### src/rtl/scan_chain_master_if.sv
// rtl/scan_chain_master_if.sv - request/response handshake bundle for scan_chain_master
interface scan_chain_master_if #(
   parameter int WIDTH = 16
);
   logic             req_valid;
   logic             req_ready;
   logic [WIDTH-1:0] req_data;
   logic             req_exec;
   logic             rsp_valid;
   logic             rsp_ready;
   logic [WIDTH-1:0] rsp_data;

   modport master (
      output req_valid, req_data, req_exec, rsp_ready,
      input  req_ready, rsp_valid, rsp_data
   );

   modport slave (
      input  req_valid, req_data, req_exec, rsp_ready,
      output req_ready, rsp_valid, rsp_data
   );
endinterface

### src/rtl/scan_chain_master.sv
// rtl/scan_chain_master.sv - shifts a host word into the instruction scan chain, captures the old
// contents, optionally forces the word onto Q for EXEC_CYCLES cycles, and returns the capture.
module scan_chain_master #(
   parameter int WIDTH       = 16,
   parameter int EXEC_CYCLES = 1,
   parameter int CNT_W       = 5
) (
   input  logic               clk,
   input  logic               RST,
   scan_chain_master_if.slave bus,
   output logic               scan_in_o,
   output logic               scan_en_o,
   input  logic               scan_out_i,
   output logic               q_sel_o,
   output logic [WIDTH-1:0]   q_inject_o,
   output logic               busy
);
   typedef enum logic [1:0] {IDLE, SHIFT, EXEC, RESP} state_t;

   localparam logic [CNT_W-1:0] SHIFT_LAST = CNT_W'(WIDTH - 1);
   localparam logic [CNT_W-1:0] EXEC_LAST  = CNT_W'((EXEC_CYCLES > 0) ? EXEC_CYCLES - 1 : 0);
   localparam logic             HAS_EXEC   = (EXEC_CYCLES > 0);

   state_t           state;
   logic [CNT_W-1:0] cnt;
   logic [WIDTH-1:0] shift_q;
   logic [WIDTH-1:0] cap_q;
   logic             exec_q;
   logic             req_ready_q;
   logic             rsp_valid_q;

   assign bus.req_ready = req_ready_q;
   assign bus.rsp_valid = rsp_valid_q;
   assign bus.rsp_data  = cap_q;
   // shift_q drains to zero during SHIFT, so its MSB is 0 in every other state
   assign scan_in_o     = shift_q[WIDTH-1];

   always_ff @(posedge clk) begin
      if (RST) begin
         state       <= IDLE;
         cnt         <= '0;
         shift_q     <= '0;
         cap_q       <= '0;
         exec_q      <= 1'b0;
         q_inject_o  <= '0;
         req_ready_q <= 1'b1;
         rsp_valid_q <= 1'b0;
         scan_en_o   <= 1'b1;
         q_sel_o     <= 1'b0;
         busy        <= 1'b0;
      end else begin
         case (state)
            IDLE: begin
               if (bus.req_valid && req_ready_q) begin
                  shift_q     <= bus.req_data;
                  q_inject_o  <= bus.req_data;
                  exec_q      <= bus.req_exec;
                  cnt         <= '0;
                  state       <= SHIFT;
                  req_ready_q <= 1'b0;
                  busy        <= 1'b1;
                  scan_en_o   <= 1'b0;
               end
            end
            SHIFT: begin
               shift_q <= {shift_q[WIDTH-2:0], 1'b0};
               // chain shifts on this same edge, so scan_out_i is still the old MSB
               cap_q   <= {cap_q[WIDTH-2:0], scan_out_i};
               cnt     <= cnt + 1'b1;
               if (cnt == SHIFT_LAST) begin
                  cnt       <= '0;
                  scan_en_o <= 1'b1;
                  if (exec_q && HAS_EXEC) begin
                     state   <= EXEC;
                     q_sel_o <= 1'b1;
                  end else begin
                     state       <= RESP;
                     rsp_valid_q <= 1'b1;
                  end
               end
            end
            EXEC: begin
               cnt <= cnt + 1'b1;
               if (cnt == EXEC_LAST) begin
                  state       <= RESP;
                  q_sel_o     <= 1'b0;
                  rsp_valid_q <= 1'b1;
               end
            end
            RESP: begin
               if (bus.rsp_ready) begin
                  state       <= IDLE;
                  rsp_valid_q <= 1'b0;
                  req_ready_q <= 1'b1;
                  busy        <= 1'b0;
               end
            end
            default: state <= IDLE;
         endcase
      end
   end
endmodule

### src/flat_wrapper.sv
// flat-port wrapper written by rule: the top's interface ports become plain ports
module scan_chain_master_flat 
#(
   parameter int WIDTH       = 16,
   parameter int EXEC_CYCLES = 1,
   parameter int CNT_W       = 5
)
  (clk, RST, scan_in_o, scan_en_o, scan_out_i, q_sel_o, q_inject_o, busy, bus_req_valid, bus_req_data, bus_req_exec, bus_rsp_ready, bus_req_ready, bus_rsp_valid, bus_rsp_data);
  scan_chain_master_if #(.WIDTH(WIDTH)) bus_i ();
  input  logic clk;
  input  logic RST;
  output logic scan_in_o;
  output logic scan_en_o;
  input  logic scan_out_i;
  output logic q_sel_o;
  output logic [WIDTH-1:0] q_inject_o;
  output logic busy;
  input wire logic [$bits(bus_i.req_valid)-1:0] bus_req_valid;
  input wire logic [$bits(bus_i.req_data)-1:0] bus_req_data;
  input wire logic [$bits(bus_i.req_exec)-1:0] bus_req_exec;
  input wire logic [$bits(bus_i.rsp_ready)-1:0] bus_rsp_ready;
  output wire logic [$bits(bus_i.req_ready)-1:0] bus_req_ready;
  output wire logic [$bits(bus_i.rsp_valid)-1:0] bus_rsp_valid;
  output wire logic [$bits(bus_i.rsp_data)-1:0] bus_rsp_data;
  assign bus_i.req_valid = bus_req_valid;
  assign bus_i.req_data = bus_req_data;
  assign bus_i.req_exec = bus_req_exec;
  assign bus_i.rsp_ready = bus_rsp_ready;
  assign bus_req_ready = bus_i.req_ready;
  assign bus_rsp_valid = bus_i.rsp_valid;
  assign bus_rsp_data = bus_i.rsp_data;
  scan_chain_master #(.WIDTH(WIDTH), .EXEC_CYCLES(EXEC_CYCLES), .CNT_W(CNT_W)) u_core (.clk(clk), .RST(RST), .bus(bus_i), .scan_in_o(scan_in_o), .scan_en_o(scan_en_o), .scan_out_i(scan_out_i), .q_sel_o(q_sel_o), .q_inject_o(q_inject_o), .busy(busy));
endmodule
### config.mk
export PLATFORM = sky130hd
export DESIGN_NAME = scan_chain_master_flat
export DESIGN_NICKNAME = d
export VERILOG_FILES = /design/src/rtl/scan_chain_master_if.sv /design/src/rtl/scan_chain_master.sv /design/src/flat_wrapper.sv
export SDC_FILE = /design/constraint.sdc
export NUM_CORES = 1
export LEC_CHECK = 0
export BUFFER_PORTS_ARGS = -buffer_cell sky130_fd_sc_hd__buf_2
export CORE_MARGIN = 2
export CORE_UTILIZATION = 53
export DETAILED_ROUTE_END_ITERATION = 16
export PLACE_DENSITY = 0.83
export SYNTH_ARGS = -nofsm -noshare
export SYNTH_HDL_FRONTEND = slang
export SYNTH_SLANG_ARGS = --single-unit
### constraint.sdc
create_clock -name clk -period 1.9 [get_ports clk]
set_input_delay 0.285 -clock clk [delete_from_list [all_inputs] [get_ports clk]]
set_output_delay 0.285 -clock clk [all_outputs]
set_load 0.03 [all_outputs]
==> flow_summary.json <==
{
  "final_antenna_net_count": 0,
  "status": "complete, no violations",
  "routedWlPerCell_um": 13.6,
  "cts_hold_buf": 0,
  "avgSynthCellArea_um2": 8.98,
  "rsz0062_at_grt": "false",
  "drt-pass1-iter-count": 4,
  "drive_gt1_share_pct": 27.0,
  "area_growth_pct": 22.2,
  "grt_overflow": 0,
  "path_class": "flop to flop",
  "routabilityCongestion": 0.807,
  "syn_nets": 317,
  "insertion_delay_ns": 0.33,
  "nets": 381,
  "htree_levels": 3,
  "start_kind": "flop",
  "ys_ff_latch": 61,
  "max_freq_mhz": 559,
  "cts_tree": "built",
  "antenna_found_initial": 0,
  "min_period_ns": 1.79,
  "coreArea_um2": 4690,
  "initial_core_util_pct": 54.9,
  "yosys_warnings": 0,
  "yosysUniqueCellTypes": 34,
  "diodes": 0,
  "hold_viol_final": 0,
  "clock-sinks": 61,
  "worstMarginPinSlew_ns": 0.377,
  "io_pins": 60,
  "yosysSeqAreaShare_pct": 47.4,
  "numCtsBuffers": 9,
  "rows": 25,
  "critical_path_required_ns": 2.12,
  "port_buffers": 59,
  "worstSetupEndpointType": "flop",
  "hpwl_um": 3850,
  "grt_pass1_wl_um": 9060,
  "clk_path_buf_depth": 2,
  "period_share_pct": 94.1,
  "maxSlewHeadroom_pct": 74.9,
  "cellLeakagePower_nw": 1.41,
  "power_density_nw_per_um2": 1550,
  "cts_root_buf": "clkbuf_8",
  "syn_area_um2": 2580,
  "skew_ns": 0.00576,
  "drtIter0Drc": 160,
  "clk_pin_slew_ns": 0.07,
  "hold_ws_ns": 0.193,
  "hold_path_class": "input pin to flop",
  "slew_viol_final": 0,
  "netlist_instances": 287,
  "drc_errors": 0,
  "track_usage_pct": 21.9,
  "drt-vias-per-instance": 5.37,
  "die_h_um": 73.7,
  "peakVddDrop_mv": 0.787,
  "dieArea_um2": 5430,
  "setup-tns-final_ns": 0,
  "fp.dieW_um": 73.7,
  "grt_max_degree": 34,
  "num_vias": 2202,
  "max_cap_viol_count": 0,
  "cp_max_fo": 5,
  "routed_wl_um": 5580,
  "cp_data_arrival_time_ns": 2.01,
  "setup_viol": 0,
  "grt_pass1_vias": 2023
}
==> path summary, 6_finish.rpt <==
check                                            from                     end  slack (ns)  cells after the start
worst min-delay path                       scan_out_i  u_core.bus.rsp_data[0]        0.19                      3
worst max register to register        u_core.state[0]           u_core.cnt[3]        0.11                      6
worst min register to register  u_core.q_inject_o[14]   u_core.q_inject_o[14]        0.45                      2
worst max-delay path                  u_core.state[0]           u_core.cnt[3]        0.11                      6
==> sequential cells by signal, summed over array words and instances, names as in the netlist <==
signal                count
u_core.bus.rsp_data      16
u_core.q_inject_o        16
u_core.shift_q           16
u_core.cnt                5
u_core.state              2
u_core.bus.req_ready      1
u_core.bus.rsp_valid      1
u_core.busy               1
u_core.exec_q             1
u_core.q_sel_o            1
u_core.scan_en_o          1
==> power breakdown <==
| group | switching (mW) | leakage, nW | internal (mW) |
|---|---|---|---|
| clock | 0.491 | 0.0829 | 0.464 |
| combinational | 1.30 | 0.833 | 0.887 |
| sequential | 0.170 | 0.499 | 1.58 |
==> cell usage after synthesis (all sizes together) <==
library cell | instances | share of area (%)
a211oi | 16 | 4.7
nand2 | 39 | 5.7
nor3b | 1 | 0.29
nand4b | 1 | 0.34
nor3 | 2 | 0.39
nand3b | 1 | 0.29
and3 | 4 | 1.0
a211o | 1 | 0.34
a22o | 1 | 0.34
a31oi | 1 | 0.24
clkbuf | 9 | 1.3
a221o | 1 | 0.39
dfxtp | 61 | 47
a22oi | 1 | 0.83
nand3 | 5 | 0.97
or4b | 1 | 0.53
buf | 9 | 1.7
o31ai | 2 | 0.58
a21oi | 28 | 5.4
ha | 8 | 3.9
nor2b | 2 | 0.49
a31o | 1 | 0.34
nor2 | 39 | 5.7
a311oi | 3 | 1.0
or2 | 1 | 0.24
o21ai | 5 | 0.97
a21boi | 1 | 0.44
o21bai | 1 | 0.29
nand2b | 1 | 0.24
a21o | 1 | 0.34
mux2i | 31 | 12
inv | 9 | 1.3
==> stage by stage <==
stage	area (um2)	utilization, %	cells	worst slack, ns	total power, mW
4_1_cts	3130	66.7	409	0.105	4.88
3_3_place_gp	2960	63.1	393	0.140	3.82
3_5_place_dp	2960	63.1	393	0.0567	3.89
6_report	3150	67.1	410	0.112	4.89
2_1_floorplan	2580	-	287	0.268	3.32
5_1_grt	3150	67.1	410	0.0119	5.23
==> metal layers <==
layer / track usage [%] / wire (um)
met3: 8.09 / 341
met1: 27.9 / 2560
met5: 0 / 0
met2: 33.4 / 2630
met4: 9.29 / 47
==> cells in the final DEF, fill, tap and decap left out, types with 2 or more instances in the layout <==
| cell | count |
|---|---|
| buf_2 | 59 |
| clkinv_2 | 4 |
| buf_4 | 11 |
| mux2i_1 | 31 |
| ha_1 | 6 |
| a311oi_1 | 3 |
| nand3_1 | 5 |
| ha_2 | 2 |
| nor2b_1 | 2 |
| o31ai_1 | 2 |
| a211oi_1 | 15 |
| dfxtp_1 | 61 |
| a21oi_1 | 27 |
| nor2_1 | 38 |
| o21ai_0 | 5 |
| and3_1 | 3 |
| clkbuf_8 | 9 |
| nor3_1 | 2 |
| clkbuf_1 | 2 |
| nand2_1 | 39 |
| inv_1 | 9 |
==> kinds of logic after synthesis <==
kind of cell	count (synthesis)	synth area share, %
AND/OR/NAND/NOR	97	16.2
AO/OA/AOI/OAI	63	16.2
flip-flops	61	47.4
multiplexers	31	12.0
buffers and inverters	27	4.27
adder cells (fa/ha/maj)	8	3.89
==> area by class of cell <==
| class | count | area, um2 |
|---|---|---|
| multi-input combinational | 199 | 1270 |
| sequential | 61 | 1220 |
| inverter | 9 | 33.8 |
| fill | 385 | 1540 |
| clock inverter | 5 | 27.5 |
| timing repair buffer | 71 | 398 |
| clock buffer | 11 | 131 |
| tap | 54 | 67.6 |
==> worst max-delay path, stage by stage (launching register included) <==
cell and delay (ns):
dfxtp_1 0.41, inv_1 0.13, ha_1 0.30, o21ai_0 0.30
a211oi_2 0.11, and3_1 0.18, a211o_1 0.25
==> timing repair <==
action | in CTS | in global routing
buffers inserted | 0 | 1
gates resized for setup | 1 | 3
endpoints found under the setup margin | 1 | 11
cloned | 0 | 0
(Power assumes the default switching activity.)
